File: src/rtl/control_word_fetch_pkg.sv
`default_nettype none
// ============================================================================
// Module : control_word_fetch_pkg
// Purpose: Shared widths and control-word field layout for the fetch front
//          end and the ALU control-word decoder, plus the credit helper used
//          by the read-issue logic.
// Ports  : none (package)
// Rev    : 1.0 - initial release
// ============================================================================
package control_word_fetch_pkg;

  localparam int CWF_CW_WIDTH   = 55;
  localparam int CWF_ADDR_WIDTH = 16;

  // Control word field layout, shared with the decoder.
  localparam int CW_PC_INCREMENT_BIT = 54;
  localparam int CW_ALU_OP_LSB       = 0;
  localparam int CW_ALU_OP_WIDTH     = 4;
  localparam int CW_ALU_OP_MSB       = CW_ALU_OP_LSB + CW_ALU_OP_WIDTH - 1;

  localparam int CWF_FIFO_DEPTH = 2;

  // Words that will occupy the buffer after this edge, assuming the landing
  // read is kept. A new read may only issue when this is below the depth,
  // so its data always finds a free slot.
  function automatic logic [2:0] cwf_level(input logic [1:0] occ,
                                           input logic       inflight,
                                           input logic       pop);
    return {1'b0, occ} + {2'b00, inflight} - {2'b00, pop};
  endfunction

endpackage
`default_nettype wire

File: src/rtl/control_word_fetch_if.sv
`default_nettype none
// ============================================================================
// Module : control_word_fetch_if
// Purpose: Bus bundle of the fetch unit: control-store read port and the
//          valid/ready channel toward the control-word decoder.
// Ports  : mem_read/mem_addr/mem_rdata - synchronous store, 1-cycle latency
//          cw_valid/cw_ready/control_word/cw_pc - decoder channel
//          master = fetch unit, slave = store + decoder side
// Rev    : 1.0 - initial release
// ============================================================================
interface control_word_fetch_if
  import control_word_fetch_pkg::*;
#(
  parameter int CW_WIDTH   = CWF_CW_WIDTH,
  parameter int ADDR_WIDTH = CWF_ADDR_WIDTH
) ();

  logic                  mem_read;
  logic [ADDR_WIDTH-1:0] mem_addr;
  logic [CW_WIDTH-1:0]   mem_rdata;
  logic                  cw_valid;
  logic                  cw_ready;
  logic [CW_WIDTH-1:0]   control_word;
  logic [ADDR_WIDTH-1:0] cw_pc;

  modport master (
    output mem_read, mem_addr, cw_valid, control_word, cw_pc,
    input  mem_rdata, cw_ready
  );

  modport slave (
    input  mem_read, mem_addr, cw_valid, control_word, cw_pc,
    output mem_rdata, cw_ready
  );

endinterface
`default_nettype wire

File: src/rtl/control_word_fetch_cw_fifo2.sv
`default_nettype none
// ============================================================================
// Module : cw_fifo2
// Purpose: Two-entry synchronous FIFO with flush. Push and pop may coincide
//          at any occupancy; flush empties the buffer and wins over push.
// Ports  : clk, reset_n (async, active-low)
//          push_i/din_i  - write side
//          pop_i/dout_o  - read side, dout_o is the head entry
//          flush_i       - drop all entries
//          occ_o         - entries held (0..2)
// Rev    : 1.0 - initial release
// ============================================================================
module cw_fifo2 #(
  parameter int WIDTH = 8
) (
  input  wire logic             clk,
  input  wire logic             reset_n,
  input  wire logic             push_i,
  input  wire logic             pop_i,
  input  wire logic             flush_i,
  input  wire logic [WIDTH-1:0] din_i,
  output logic      [WIDTH-1:0] dout_o,
  output logic      [1:0]       occ_o
);

  logic [WIDTH-1:0] mem_q [2];
  logic             wr_ptr_q;
  logic             rd_ptr_q;
  logic [1:0]       occ_q;
  logic [1:0]       occ_d;

  always_comb begin
    occ_d = occ_q + {1'b0, push_i} - {1'b0, pop_i};
  end

  always_ff @(posedge clk or negedge reset_n) begin
    if (!reset_n) begin
      mem_q[0] <= '0;
      mem_q[1] <= '0;
      wr_ptr_q <= 1'b0;
      rd_ptr_q <= 1'b0;
      occ_q    <= 2'd0;
    end else if (flush_i) begin
      wr_ptr_q <= 1'b0;
      rd_ptr_q <= 1'b0;
      occ_q    <= 2'd0;
    end else begin
      // When full, wr_ptr equals rd_ptr: a simultaneous push overwrites the
      // head that is leaving this same edge.
      if (push_i) begin
        mem_q[wr_ptr_q] <= din_i;
        wr_ptr_q        <= ~wr_ptr_q;
      end
      if (pop_i) begin
        rd_ptr_q <= ~rd_ptr_q;
      end
      occ_q <= occ_d;
    end
  end

  assign dout_o = mem_q[rd_ptr_q];
  assign occ_o  = occ_q;

  a_no_overflow : assert property (@(posedge clk) disable iff (!reset_n)
    !(push_i && !flush_i && occ_q == 2'd2 && !pop_i));

endmodule
`default_nettype wire

File: src/rtl/control_word_fetch.sv
`default_nettype none
// ============================================================================
// Module : control_word_fetch
// Purpose: Microsequencer front end. Walks the microprogram counter, reads
//          control words from a 1-cycle-latency store and presents them to
//          the decoder over valid/ready, one word per cycle in steady state.
//          Jumps redirect the counter and drop every buffered/landing word
//          except one popped in the jump cycle itself.
// Ports  : clk, reset_n (async, active-low)
//          halt        - suppress new store reads
//          jump_valid  - redirect pulse, jump_target = new counter value
//          bus         - store port and decoder channel (master side)
// Rev    : 1.0 - initial release
// ============================================================================
module control_word_fetch
  import control_word_fetch_pkg::*;
#(
  parameter int                    CW_WIDTH   = CWF_CW_WIDTH,
  parameter int                    ADDR_WIDTH = CWF_ADDR_WIDTH,
  parameter logic [ADDR_WIDTH-1:0] RESET_PC   = '0
) (
  input  wire logic                  clk,
  input  wire logic                  reset_n,
  input  wire logic                  halt,
  input  wire logic                  jump_valid,
  input  wire logic [ADDR_WIDTH-1:0] jump_target,
  control_word_fetch_if.master       bus
);

  localparam int ENTRY_W = CW_WIDTH + ADDR_WIDTH;

  logic [ADDR_WIDTH-1:0] pc_q;
  logic [ADDR_WIDTH-1:0] pc_d;
  logic                  inflight_q;
  logic [ADDR_WIDTH-1:0] inflight_addr_q;
  logic                  kill_q;

  logic                  pop;
  logic                  push;
  logic                  issue;
  logic [2:0]            level;
  logic [1:0]            occ;
  logic [ENTRY_W-1:0]    fifo_din;
  logic [ENTRY_W-1:0]    fifo_dout;

  assign pop   = bus.cw_valid & bus.cw_ready;
  assign level = cwf_level(occ, inflight_q, pop);

  // Gated by reset_n so the strobe is low while reset is held, even though
  // the credit check alone would allow a read from an empty buffer.
  assign issue = reset_n & ~halt & ~jump_valid & (level < 3'(CWF_FIFO_DEPTH));

  // Landing data is dropped when a jump arrives or a prior jump killed it.
  assign push  = inflight_q & ~kill_q & ~jump_valid;

  always_comb begin
    pc_d = pc_q;
    if (jump_valid) begin
      pc_d = jump_target;
    end else if (issue) begin
      pc_d = pc_q + ADDR_WIDTH'(1);
    end
  end

  always_ff @(posedge clk or negedge reset_n) begin
    if (!reset_n) begin
      pc_q            <= RESET_PC;
      inflight_q      <= 1'b0;
      inflight_addr_q <= '0;
      kill_q          <= 1'b0;
    end else begin
      pc_q       <= pc_d;
      inflight_q <= issue;
      if (issue) begin
        inflight_addr_q <= pc_q;
      end
      // Remembers that a jump discarded a read in the pipe; no read issues
      // in a jump cycle, so this only ever guards an empty slot.
      kill_q <= jump_valid & inflight_q;
    end
  end

  assign fifo_din = {bus.mem_rdata, inflight_addr_q};

  cw_fifo2 #(
    .WIDTH (ENTRY_W)
  ) u_fifo (
    .clk     (clk),
    .reset_n (reset_n),
    .push_i  (push),
    .pop_i   (pop),
    .flush_i (jump_valid),
    .din_i   (fifo_din),
    .dout_o  (fifo_dout),
    .occ_o   (occ)
  );

  assign bus.mem_read     = issue;
  assign bus.mem_addr     = pc_q;
  assign bus.cw_valid     = (occ != 2'd0);
  assign bus.control_word = fifo_dout[ENTRY_W-1:ADDR_WIDTH];
  assign bus.cw_pc        = fifo_dout[ADDR_WIDTH-1:0];

endmodule
`default_nettype wire

File: src/flat_wrapper.sv
// flat-port wrapper written by rule: the top's interface ports become plain ports
module control_word_fetch_flat import control_word_fetch_pkg::*;
#(
  parameter int                    CW_WIDTH   = CWF_CW_WIDTH,
  parameter int                    ADDR_WIDTH = CWF_ADDR_WIDTH,
  parameter logic [ADDR_WIDTH-1:0] RESET_PC   = '0
)
  (clk, reset_n, halt, jump_valid, jump_target, bus_mem_read, bus_mem_addr, bus_cw_valid, bus_control_word, bus_cw_pc, bus_mem_rdata, bus_cw_ready);
  control_word_fetch_if #(.CW_WIDTH(CW_WIDTH), .ADDR_WIDTH(ADDR_WIDTH)) bus_i ();
  input  wire logic clk;
  input  wire logic reset_n;
  input  wire logic halt;
  input  wire logic jump_valid;
  input  wire logic [ADDR_WIDTH-1:0] jump_target;
  output wire logic [$bits(bus_i.mem_read)-1:0] bus_mem_read;
  output wire logic [$bits(bus_i.mem_addr)-1:0] bus_mem_addr;
  output wire logic [$bits(bus_i.cw_valid)-1:0] bus_cw_valid;
  output wire logic [$bits(bus_i.control_word)-1:0] bus_control_word;
  output wire logic [$bits(bus_i.cw_pc)-1:0] bus_cw_pc;
  input wire logic [$bits(bus_i.mem_rdata)-1:0] bus_mem_rdata;
  input wire logic [$bits(bus_i.cw_ready)-1:0] bus_cw_ready;
  assign bus_mem_read = bus_i.mem_read;
  assign bus_mem_addr = bus_i.mem_addr;
  assign bus_cw_valid = bus_i.cw_valid;
  assign bus_control_word = bus_i.control_word;
  assign bus_cw_pc = bus_i.cw_pc;
  assign bus_i.mem_rdata = bus_mem_rdata;
  assign bus_i.cw_ready = bus_cw_ready;
  control_word_fetch #(.CW_WIDTH(CW_WIDTH), .ADDR_WIDTH(ADDR_WIDTH), .RESET_PC(RESET_PC)) u_core (.clk(clk), .reset_n(reset_n), .halt(halt), .jump_valid(jump_valid), .jump_target(jump_target), .bus(bus_i));
endmodule
File: config.mk
export PLATFORM = sky130hd
export DESIGN_NAME = control_word_fetch_flat
export DESIGN_NICKNAME = d
export VERILOG_FILES = /design/src/rtl/control_word_fetch_pkg.sv /design/src/rtl/control_word_fetch_if.sv /design/src/rtl/control_word_fetch_cw_fifo2.sv /design/src/rtl/control_word_fetch.sv /design/src/flat_wrapper.sv
export SDC_FILE = /design/constraint.sdc
export NUM_CORES = 1
export LEC_CHECK = 0
export CAP_MARGIN = 20
export CORE_MARGIN = 5
export CORE_UTILIZATION = 57
export DETAILED_ROUTE_END_ITERATION = 10
export DONT_BUFFER_PORTS = 1
export GPL_ROUTABILITY_DRIVEN = 1
export PLACE_DENSITY = 0.75
export SETUP_SLACK_MARGIN = 0.05
export SLEW_MARGIN = 25
export SYNTH_ARGS = -nofsm -noshare
export SYNTH_HDL_FRONTEND = slang
export SYNTH_SLANG_ARGS = --single-unit
File: constraint.sdc
create_clock -name clk -period 3.1 [get_ports clk]
set_clock_uncertainty 0.1 [all_clocks]
set_input_delay 0.31 -clock clk [delete_from_list [all_inputs] [get_ports clk]]
set_output_delay 0.31 -clock clk [all_outputs]
set_load 0.005 [all_outputs]
# ---- After elaboration in Yosys (flattened, before gate mapping)
# Cells that the tools add are included.
dict set report totals {
  ff_bits 180
  latch_bits 0
  mem_bits_rw 0
  rom_bits 0
  inputBits 76
  out_inout_bits 89
  memories 0
}
dict set report classes {
  n_addsub 5
  n_mul 0
  n_div 0
  n_lt_le_gt_ge 4
  n_eq_ne 0
  shift 0
  muxes 13
  bitwise 14
  reduce_logical 6
}
# operator count
set op_table {}
lappend op_table {{71-bit two-way mux} 4}
lappend op_table {{142-bit bitwise mux} 1}
lappend op_table {{71-bit demux with 1-bit select} 1}
lappend op_table {{16-bit two-way mux} 2}
lappend op_table {{16-bit by 1-bit adder with 16-bit output, second input constant} 1}
lappend op_table {{2-bit nonzero test} 4}
lappend op_table {{1-bit AND} 7}
lappend op_table {{1-bit NOT} 5}
lappend op_table {{2-bit greater-or-equal comparator, second input constant} 2}
lappend op_table {{1-bit two-way mux} 4}
lappend op_table {{1-bit NOT with 2-bit output} 2}
lappend op_table {{2-bit by 1-bit adder with 3-bit output} 1}
lappend op_table {{3-bit by 2-bit < comparator with 1-bit output, second input constant} 1}
lappend op_table {{3-bit by 1-bit subtractor with 3-bit output} 1}
lappend op_table {{2-bit by 1-bit adder with 2-bit output} 1}
lappend op_table {{2-bit by 1-bit < comparator with 1-bit output, second input constant} 1}
lappend op_table {{2-bit two-way mux} 1}
lappend op_table {{2-bit AND reduction} 1}
lappend op_table {{2-bit by 1-bit subtractor with 2-bit output} 1}
lappend op_table {{1-bit logical AND} 1}

# ---- Longest topological paths before layout
# Gate-level depths: netlist of run 1.
dict set report logic_depth {
  word_depth 7
  ltp_mapped 11
  mapped_depth_nobuf 10
}

# ---- Modules after synthesis
# Synthesis of run 1 repeated with hierarchy kept, for this count alone.
dict set report unflattened {
  cells_unflattened 582
  hier_area_um2 8479.4
}
# module instances cells_per_inst area_per_inst_um2
set by_module_without_submodules {}
lappend by_module_without_submodules {cw_fifo2 1 396 6705.2}
lappend by_module_without_submodules {control_word_fetch 1 186 1774.2}

# ---- Worst setup path before layout of run 1
# Ideal clock, no wire load.
dict set report synth_path {
  path_kind {flip-flop to flip-flop}
  start {register u_core.u_fifo.occ_q[1] (netlist: u_core.u_fifo.occ_o[1])}
  end {register u_core.pc_q[11] (netlist: u_core.bus.mem_addr[11])}
  setup_time_ns 0.069
  arrival_ns 2.773
  t_required_ns 2.931
  setup_slack_ns 0.157
  path_stages_with_launch 10
  period_less_slack_ns 2.943
  path_cell_list {dfrtp_1 or2_2 and2_1 ha_1 nand2b_1 fa_1 and4bb_4 nand2_2 or4_1 nand3_1}
}
dict set report synth_via {
  elab_chain_cells 6
  elab_cells_between_ends 7
  classes_between {add/sub: 2; order compare: 1; bitwise: 2; reduce/logical: 2}
}
# item line_no
set synth_lines {}
lappend synth_lines {{start, declared} control_word_fetch_cw_fifo2.sv:29} ;# logic [1:0] occ_q;
lappend synth_lines {{start signal, assigned} control_word_fetch_cw_fifo2.sv:42} ;# occ_q <= 2'd0;
lappend synth_lines {{start signal, assigned} control_word_fetch_cw_fifo2.sv:46} ;# occ_q <= 2'd0;
lappend synth_lines {{start signal, assigned} control_word_fetch_cw_fifo2.sv:57} ;# occ_q <= occ_d;
lappend synth_lines {{2-bit nonzero test} control_word_fetch.sv:100} ;# assign bus.cw_valid = (occ != 2'd0);
lappend synth_lines {{named net bus_cw_valid} flat_wrapper.sv:17} ;# output wire logic [$bits(bus_i.cw_valid)-1:0] bus_cw_valid;
lappend synth_lines {{1-bit AND} control_word_fetch.sv:46} ;# assign pop = bus.cw_valid & bus.cw_ready;
lappend synth_lines {{3-bit by 1-bit subtractor with 3-bit output} control_word_fetch_pkg.sv:29} ;# return {1'b0, occ} + {2'b00, inflight} - {2'b00, pop};
lappend synth_lines {{3-bit by 2-bit < comparator with 1-bit output} control_word_fetch.sv:51} ;# assign issue = reset_n & ~halt & ~jump_valid & (level < 3'(CWF_FIFO_DEPTH));
lappend synth_lines {{1-bit AND} control_word_fetch.sv:51}
lappend synth_lines {{2-bit nonzero test (no source line)} --}
lappend synth_lines {{end signal, assigned} control_word_fetch.sv:72} ;# pc_q <= pc_d;
lappend synth_lines {{end, declared} control_word_fetch.sv:32} ;# logic [ADDR_WIDTH-1:0] pc_q;
# The timed path passes the listed nets, and every way through them passes these cells.
# A chain may end at the register's enable or synchronous reset.

# ---- Worst setup path in the final report of run 1
dict set report layout_path {
  start {register u_core.u_fifo.occ_q[0] (netlist: u_core.u_fifo.occ_o[0])}
  end {register u_core.pc_q[7] (netlist: u_core.bus.mem_addr[7])}
}
dict set report layout_via {
  elab_chain_cells 6
  elab_cells_between_ends 7
  classes_between {add/sub: 2; order compare: 1; bitwise: 2; reduce/logical: 2}
}
# item line_no
set layout_lines {}
lappend layout_lines {{branches (longest 2 deep; another with 2-bit by 1-bit adder with 3-bit output)} --}
lappend layout_lines {{3-bit by 1-bit subtractor with 3-bit output (*)} control_word_fetch_pkg.sv:29}
lappend layout_lines {{3-bit by 2-bit < comparator with 1-bit output (*)} control_word_fetch.sv:51}
lappend layout_lines {{1-bit AND (*)} control_word_fetch.sv:51}
lappend layout_lines {{2-bit nonzero test (no source line) (*)} --}
# Every way passes the cells marked *.

==> impl_metrics.toml, run 1 <==
[timing]
fin_crit_sh = 0.966
min_period_ns = 2.99
max_freq_ghz = 0.334
final.setup.tns_ns = 0
max_slew_margin = 0.378
tightestPinTransition_ns = 0.930
maxSlewViolCount = 0
rsz0062_at_grt = "true"
fin_hold_ws_ns = -0.516
setup_viol = 0
hold_viol = 180

[yosys]
synth_cell_types = 41
syn_inst = 579
yosysTopAreaCellShare = 0.564
syn_area_um2 = 7990
yosys.area.top_type = "dfrtp_1"
syn_avg_cell_area_um2 = 13.8
yosys_warnings = 0
ys_top_cells_by_area = "dfrtp_1, mux2_2, nand2_1"
synth_seq_area_share = 0.564
synth-seq-cells = 180
synthesis.nets = 660

[routing]
postRouteAntennaNets = 0
remaining_drc_errors = 0
vias = 4944
postRouteWirelength_um = 17400
vias_per_cell = 5.82
routedWlPerCell_um = 20.5
drt_iter0_drc = 279
first_pass_iters = 4

[setup_path]
slowest_stage = "fa_1"
cp-end-kind = "register"
max_stage_delay_ns = 0.50
crit_path_max_fanout = 7
critPathKind = "register to register"
critical_path_arrival_ns = 3.25
crit_required_ns = 3.35
critPathLaunchType = "register"
cpLargestDelayFamily = "simple AND/OR/NAND/NOR gates"
worstPathBufferInverterCount = 1
path_cells = "or2_4 > and2_4 > ha_4 > nand2b_4 > fa_1 > and4bb_4 > buf_6 > nand4_1 > or3_1 > nand3_1"

[clock_network]
cts-buffers-inserted = 17
cts_buffer_depth = 2
clock_latency_ns = 0.42
clock-root-buffer = "clkbuf_16"
cts_tree = "yes"
cts.reportedPaths.clkPinSlew_ns = 0.06
holdBufCountCts = 72
cts_num_sinks = 180
htree_levels = 4

[die]
start_util = 0.578
rows = 43
die_h_um = 128
dieArea_um2 = 16500
ios = 165
die_w_um = 128
core_area_um2 = 13800

[job]
drv_cap = 0

[power_and_ir_drop]
power_switching_mw = 2.51
power_frac_clock = 0.239
p_comb_frac = 0.309
total_leakage_power_nw = 4.36
powerDensity_nw_per_um2 = 893
ir_drop_mv = 0.454
seqPwrFrac = 0.451
internal_power_mw = 6.00
switching_share = 0.295

[layout]
syn_to_final_growth_pct = 19.2
layout_common_cells = "mux2_2, dfrtp_1, dlygate4sd3_1"
nets = 740
layout-drive-gt1-share = 0.404
final_core_util = 0.689
final_common_cell = "mux2_2"

[status]
violations = "hold timing"
status = "complete, but fails checks"

[placement]
finalWeightedCongestion = 0.845
port_buffers = 0
post-dp-hpwl_um = 10600

[global_route]
grt_pass1_wl_um = 28500
global_route.usage.total = 0.221
antenna_found_initial = 1
grt_max_degree = 182
grt_pass1_vias = 5479
grt_overflow = 0

[hold_path]
hold_path_class = "primary input to asynchronous set/reset pin"
[metrics by stage]
step	area, um^2	power [mW]	hold slack, ns	std cells	worst slack (ns)
2_1_floorplan	7990	5.60	-0.0856	579	0.157
3_3_place_gp	8130	6.07	-0.0798	739	0.172
3_5_place_dp	8130	6.22	-0.0805	739	0.0920
4_1_cts	9460	8.47	-0.535	843	0.0530
5_1_grt	9520	9.03	-0.545	849	0.0146
6_report	9520	8.51	-0.516	849	0.105
[final cells by class]
type	count	area, um^2
sequential	180	4510
fill	919	4300
multi-input combinational	361	3320
timing repair buffer	90	872
clock buffer	22	474
tap	180	225
clock inverter	6	80.1
inverter	8	35.0
timing repair inverter	1	3.75
antenna	1	2.50
[state kept, by name, summed over array words and instances, names as in the netlist]
signal	flops
u_core.u_fifo.occ_o	2
u_core.kill_q	1
u_core.inflight_addr_q	16
u_core.u_fifo.rd_ptr_q	1
u_core.u_fifo.wr_ptr_q	1
u_core.u_fifo.mem_q	142
u_core.inflight_q	1
u_core.bus.mem_addr	16
[per-layer routing]
layer  up-vias  wire length [um]  GRT usage
li1       2207                 -          -
met1      2505              6990      0.265
met2       200              8830      0.375
met3        32              1210     0.0706
met4         0               398     0.0830
met5         -                 0          0
[worst paths after layout]
path | start | slack, ns | endpoint | cells past startpoint
max | u_core.u_fifo.occ_o[0] | 0.11 | u_core.bus.mem_addr[7] | 10
min | reset_n | -0.52 | u_core.u_fifo.mem_q[98] | 0
max reg2reg | u_core.u_fifo.occ_o[0] | 0.11 | u_core.bus.mem_addr[7] | 10
min reg2reg | u_core.u_fifo.mem_q[99] | 0.40 | u_core.u_fifo.mem_q[99] | 1
max in group asynchronous | reset_n | 3.26 | u_core.u_fifo.rd_ptr_q | 0
min in group clk | jump_valid | 0.05 | u_core.kill_q | 2
[logic make-up after synthesis]
family | after synthesis | synth area share
muxes | 214 | 0.302
DFF | 180 | 0.564
and+or+nand+nor | 104 | 0.0631
buffers and inverters | 38 | 0.0265
AOI/OAI and AO/OA | 32 | 0.0285
xor gates and xnor gates | 6 | 0.00752
adders and majority gates | 5 | 0.00877
[power groups by stage]
stage          clock [mW]  combinational (mW)  sequential, mW
2_1_floorplan           0                2.00            3.60
3_3_place_gp            0                2.30            3.77
3_5_place_dp            0                2.36            3.86
4_1_cts              2.08                2.56            3.82
5_1_grt              2.19                2.88            3.96
6_report             2.04                2.63            3.84
[synthesized netlist by cell type, drive strengths merged]
master  instances
o21bai          1
o311ai          4
a21o            2
xor2            1
buf            19
nand3b          1
mux2          213
nor2            8
and4            4
nand2          58
nand3          11
and4bb          1
and3            3
nor3b           2
a22oi           4
o211ai          3
nand2b          1
and2            2
o221ai          1
ha              4
fa              1
or3             2
clkbuf         11
or2             1
o21ai           9
inv             8
or4             3
a221o           4
mux2i           1
nand4           3
xnor2           5
a21oi           4
dfrtp         180
nor2b           4
[repair_timing]
action / in CTS / in global routing
pin swaps: 2 / 7
gates cloned: 1 / 0
gates resized for setup: 5 / 5
hold endpoints to repair: 310 / 180
endpoints found under the setup margin: 1 / 11
setup buffers: 3 / 5
(Power assumes the default switching activity.)
==> run 2, diff against run 1 <==
- MAX_ROUTING_LAYER: unset -> met4
- RECOVER_POWER: unset -> 100
- REMOVE_ABC_BUFFERS: unset -> 1
==> impl_metrics.toml, run 2 (same netlist as run 1, synthesis figures left out) <==
[layout]
final_common_cell = "dfrtp_1"
layout_common_cells = "dfrtp_1, mux2_2, dlygate4sd3_1"
nFillCells = 952
final_area_um2 = 9570
final_core_util = 0.692
largest_register_ffs = 142
nets = 742
antenna_cells = 0
layout-drive-gt1-share = 0.311
top_register = "u_core.u_fifo.mem_q"
syn_to_final_growth_pct = 19.8

[clock_network]
cts_buffer_depth = 2
htree_levels = 4
clock-root-buffer = "clkbuf_16"
cts_num_sinks = 180
cts.reportedPaths.clkPinSlew_ns = 0.06
holdBufCountCts = 72
cts_tree = "yes"
cts-buffers-inserted = 17
clock_latency_ns = 0.42

[die]
die_w_um = 128
rows = 43
die_h_um = 128
core_area_um2 = 13800
start_util = 0.578
ios = 165
dieArea_um2 = 16500

[routing]
routedWlPerCell_um = 20.2
vias = 4907
vias_per_cell = 5.75
first_pass_iters = 4
postRouteAntennaNets = 0
drt_iter0_drc = 251
remaining_drc_errors = 0
postRouteWirelength_um = 17200

[setup_path]
r2r-start = "u_core.u_fifo.occ_o[0]"
critical_path_arrival_ns = 2.59
cp-end-kind = "primary output"
timing.reg2reg.setup_slack_ns = 0.14
critPathKind = "register to primary output"
critPathLaunchType = "register"
path_cells = "or2_4 > and2_4 > ha_4 > nand2b_4 > fa_1 > and4bb_4 > nand2_4 > inv_6 > buf_6"
max_stage_delay_ns = 0.48
r2r_cells = 10
worstPathBufferInverterCount = 2
slowest_stage = "fa_1"
r2r-end = "u_core.bus.mem_addr[12]"
cpLargestDelayFamily = "simple AND/OR/NAND/NOR gates"
crit_required_ns = 2.69
crit_path_max_fanout = 4

[placement]
post-dp-hpwl_um = 10800
placed_area_um2 = 8170
port_buffers = 0
finalWeightedCongestion = 0.881

[timing]
max_slew_margin = 0.280
fin_crit_sh = 0.968
fin_hold_ws_ns = -0.517
setup_viol = 0
tightestPinTransition_ns = 1.08
hold_viol = 180
maxSlewViolCount = 0
min_period_ns = 3.00
final.setup.tns_ns = 0
max_freq_ghz = 0.333
rsz0062_at_grt = "false"

[global_route]
antenna_found_initial = 0
global_route.usage.total = 0.223
grt_pass1_vias = 5316
grt_max_degree = 182
grt_pass1_wl_um = 28000
grt_overflow = 0

[power_and_ir_drop]
ir_drop_mv = 0.588
powerDensity_nw_per_um2 = 892
total_leakage_power_nw = 4.41
power.total_mw = 8.53

[status]
violations = "hold timing"
status = "complete, but fails checks"

[hold_path]
hold_path_class = "primary input to asynchronous set/reset pin"

[job]
drv_cap = 0
[run 2: changes by cell type in the layout (fill, tap and decap cells not counted), sizes merged]
| cell | delta |
|---|---|
| bufinv | +2 |
| diode | -1 |
| clkinvlp | +1 |
| clkinv | -1 |
| clkbuf | +6 |
| inv | +2 |
| buf | -5 |
[run 2: what timing repair did]
action                                  4_1_cts  5_1_grt
gates resized for setup                       6        3
endpoints found under the setup margin        3       10
hold endpoints to repair                    310      180
gates cloned                                  0        0
pin swaps                                     2        3
buffers inserted                              4        4
[run 2: per-layer routing]
metal | wire (um) | global-route usage | share of wire
met2 | 8550 | 0.357 | 0.50
met4 | 240 | 0.0674 | 0.014
met1 | 7180 | 0.276 | 0.42
met3 | 1260 | 0.0656 | 0.073
met5 | 0 | - | 0
[run 2: stage by stage]
| step | setup WS [ns] | instances |
|---|---|---|
| global route | 0.0170 | 853 |
| detailed placement | 0.0383 | 742 |
| floorplan | -0.0444 | 549 |
| global placement | 0.138 | 742 |
| finish | 0.0979 | 853 |
| CTS | 0.0468 | 849 |
[run 2: power breakdown]
part           internal [mW]  leakage [nW]  switching (mW)
clock                   1.39         0.307           0.873
combinational           1.37          1.78            1.06
sequential              3.23          2.32           0.599
total                   6.00          4.41            2.53
[run 2: layout make-up]
type / instances / area (um^2) / area share
inverters: 8 / 35.0 / 0.00366
well taps: 180 / 225 / 0.0235
repair buffers: 93 / 857 / 0.0896
clock inverters: 11 / 173 / 0.0180
flip-flops and latches: 180 / 4510 / 0.471
clock buffers: 20 / 457 / 0.0477
multi-input cells: 361 / 3310 / 0.346
[run 2: how the worst max path moves through the flow]
stage	startpoint	end	slack, ns	cells after the start
4_1_cts	u_core.u_fifo.occ_o[1]	bus_mem_read	0.05	9
3_5_place_dp	u_core.u_fifo.occ_o[1]	u_core.bus.mem_addr[12]	0.04	9
3_3_place_gp	u_core.u_fifo.occ_o[0]	u_core.bus.mem_addr[12]	0.14	9
2_1_floorplan	u_core.u_fifo.occ_o[1]	u_core.bus.mem_addr[8]	-0.04	10
6_report	u_core.u_fifo.occ_o[0]	bus_mem_read	0.1	9
5_1_grt	u_core.u_fifo.occ_o[0]	bus_mem_read	0.02	9
==> run 3, diff against run 2 <==
- BUFFER_PORTS_ARGS: unset -> -buffer_cell sky130_fd_sc_hd__buf_2
- CORE_UTILIZATION: 57 -> 50
- DONT_BUFFER_PORTS: 1 -> unset
- PLACE_DENSITY: 0.75 -> 0.77
==> impl_metrics.toml, run 3 (same netlist as run 1, synthesis figures left out) <==
[layout]
nets = 828
largest_register_ffs = 142
final_common_cell = "mux2_2"
top_register = "u_core.u_fifo.mem_q"
ff_latch_area_um2 = 4510
fin_cells = 976
syn_to_final_growth_pct = 20.5
layout_common_cells = "mux2_2, dfrtp_1, buf_2"
layout-drive-gt1-share = 0.491
final_core_util = 0.610
nFillCells = 1231
multi_input_area_um2 = 3320

[routing]
postRouteWirelength_um = 17600
vias = 5308
remaining_drc_errors = 0
first_pass_iters = 4
vias_per_cell = 5.44
drt_iter0_drc = 313
routedWlPerCell_um = 18.0
postRouteAntennaNets = 0

[die]
rows = 46
ios = 165
core_area_um2 = 15800
die_w_um = 136
die_h_um = 136
dieArea_um2 = 18600
start_util = 0.506

[power_and_ir_drop]
switching_share = 0.298
ir_drop_mv = 0.439
p_comb_frac = 0.336
power_switching_mw = 2.69
seqPwrFrac = 0.421
internal_power_mw = 6.34
power_frac_clock = 0.243
powerDensity_nw_per_um2 = 938
total_leakage_power_nw = 4.57

[placement]
place_inst = 937
port_buffers = 164
post-dp-hpwl_um = 11600
finalWeightedCongestion = 0.896

[job]
drv_cap = 0

[global_route]
grt_use_met3 = 0.0452
grt_pass1_vias = 5748
grt_max_degree = 181
grt_pass1_wl_um = 28800
grt_busiest_layer = "met2"
antenna_found_initial = 1
grt_use_met1 = 0.262
use_met2 = 0.318
grt_overflow = 0
global_route.usage.total = 0.201

[timing]
fin_hold_ws_ns = 0.0157
setup_viol = 0
fin_crit_sh = 0.958
min_period_ns = 2.97
hold_viol = 0
max_slew_margin = 0.229
final.setup.tns_ns = 0
maxSlewViolCount = 0
max_freq_ghz = 0.337
rsz0062_at_grt = "false"
tightestPinTransition_ns = 1.16

[setup_path]
critPathKind = "register to primary output"
crit_path_max_fanout = 3
crit_required_ns = 2.69
cp-end-kind = "primary output"
critPathLaunchType = "register"
critical_path_arrival_ns = 2.56

[clock_network]
cts.reportedPaths.clkPinSlew_ns = 0.07
htree_levels = 4
cts_tree = "yes"
clock_latency_ns = 0.42
cts_buffer_depth = 2
cts_num_sinks = 180
clock-root-buffer = "clkbuf_16"
cts-buffers-inserted = 17

[status]
status = "finished, final reports clean"

[hold_path]
hold_path_class = "primary input to register"
==> run 3: final timing paths <==
kind	end	slack [ns]	start	depth (start not counted)
setup / recovery	bus_mem_read	0.13	u_core.u_fifo.occ_o[0]	9
max in group asynchronous	u_core.u_fifo.mem_q[117]	2.06	reset_n	2
hold reg to reg	u_core.inflight_addr_q[12]	0.40	u_core.inflight_addr_q[12]	2
min in group asynchronous	u_core.u_fifo.mem_q[78]	0.21	reset_n	2
hold / removal	u_core.bus.mem_addr[12]	0.02	jump_target[12]	3
setup reg to reg	u_core.bus.mem_addr[10]	0.17	u_core.u_fifo.occ_o[0]	9
==> run 3: power by group through the flow <==
stage / Clock [mW] / Combinational (mW) / Sequential (mW)
2_1_floorplan: 0 / 1.88 / 3.68
3_3_place_gp: 0 / 2.89 / 3.76
3_5_place_dp: 0 / 2.99 / 3.84
4_1_cts: 2.24 / 3.14 / 3.81
5_1_grt: 2.35 / 3.34 / 3.92
6_report: 2.20 / 3.03 / 3.80
==> run 3: layout make-up <==
| cell class | count | area share |
|---|---|---|
| clock inverter | 8 | 0.0129 |
| tap | 216 | 0.0281 |
| sequential | 180 | 0.468 |
| timing repair buffer | 179 | 0.0915 |
| antenna | 1 | 0.000260 |
| inverter | 8 | 0.00364 |
| clock buffer | 23 | 0.0507 |
| multi-input combinational | 361 | 0.345 |
==> run 3: metrics by stage <==
step	worst slack [ns]	power, mW	area [um^2]
3_5_place_dp	-0.0582	6.84	9010
6_report	0.132	9.03	9630
3_3_place_gp	0.176	6.64	9010
5_1_grt	0.0520	9.61	9630
2_1_floorplan	-0.0444	5.56	7800
4_1_cts	0.0652	9.20	9710
==> run 3: what timing repair did <==
item                                    4_1_cts  5_1_grt
hold endpoints to repair                      1        0
resized for setup                             8        3
pin swaps                                     3        1
buffers inserted                              5        1
hold buffers                                  1        0
endpoints found under the setup margin        3        6
==> run 3: worst max-delay path: stages (launching register included) <==
cell and delay (ns):
dfrtp_1 0.39, or2_4 0.26, and2_4 0.15, ha_4 0.21
nand2b_4 0.14, fa_2 0.51, and4bb_4 0.26, nand2_4 0.07
clkinv_4 0.06, buf_6 0.08
==> run 3: per-layer routing <==
| layer | vias to the layer above | wire [um] |
|---|---|---|
| met2 | 201 | 8480 |
| met1 | 2697 | 7780 |
| met4 | 0 | 210 |
| met5 | - | 0 |
| met3 | 18 | 1130 |
| li1 | 2392 | - |
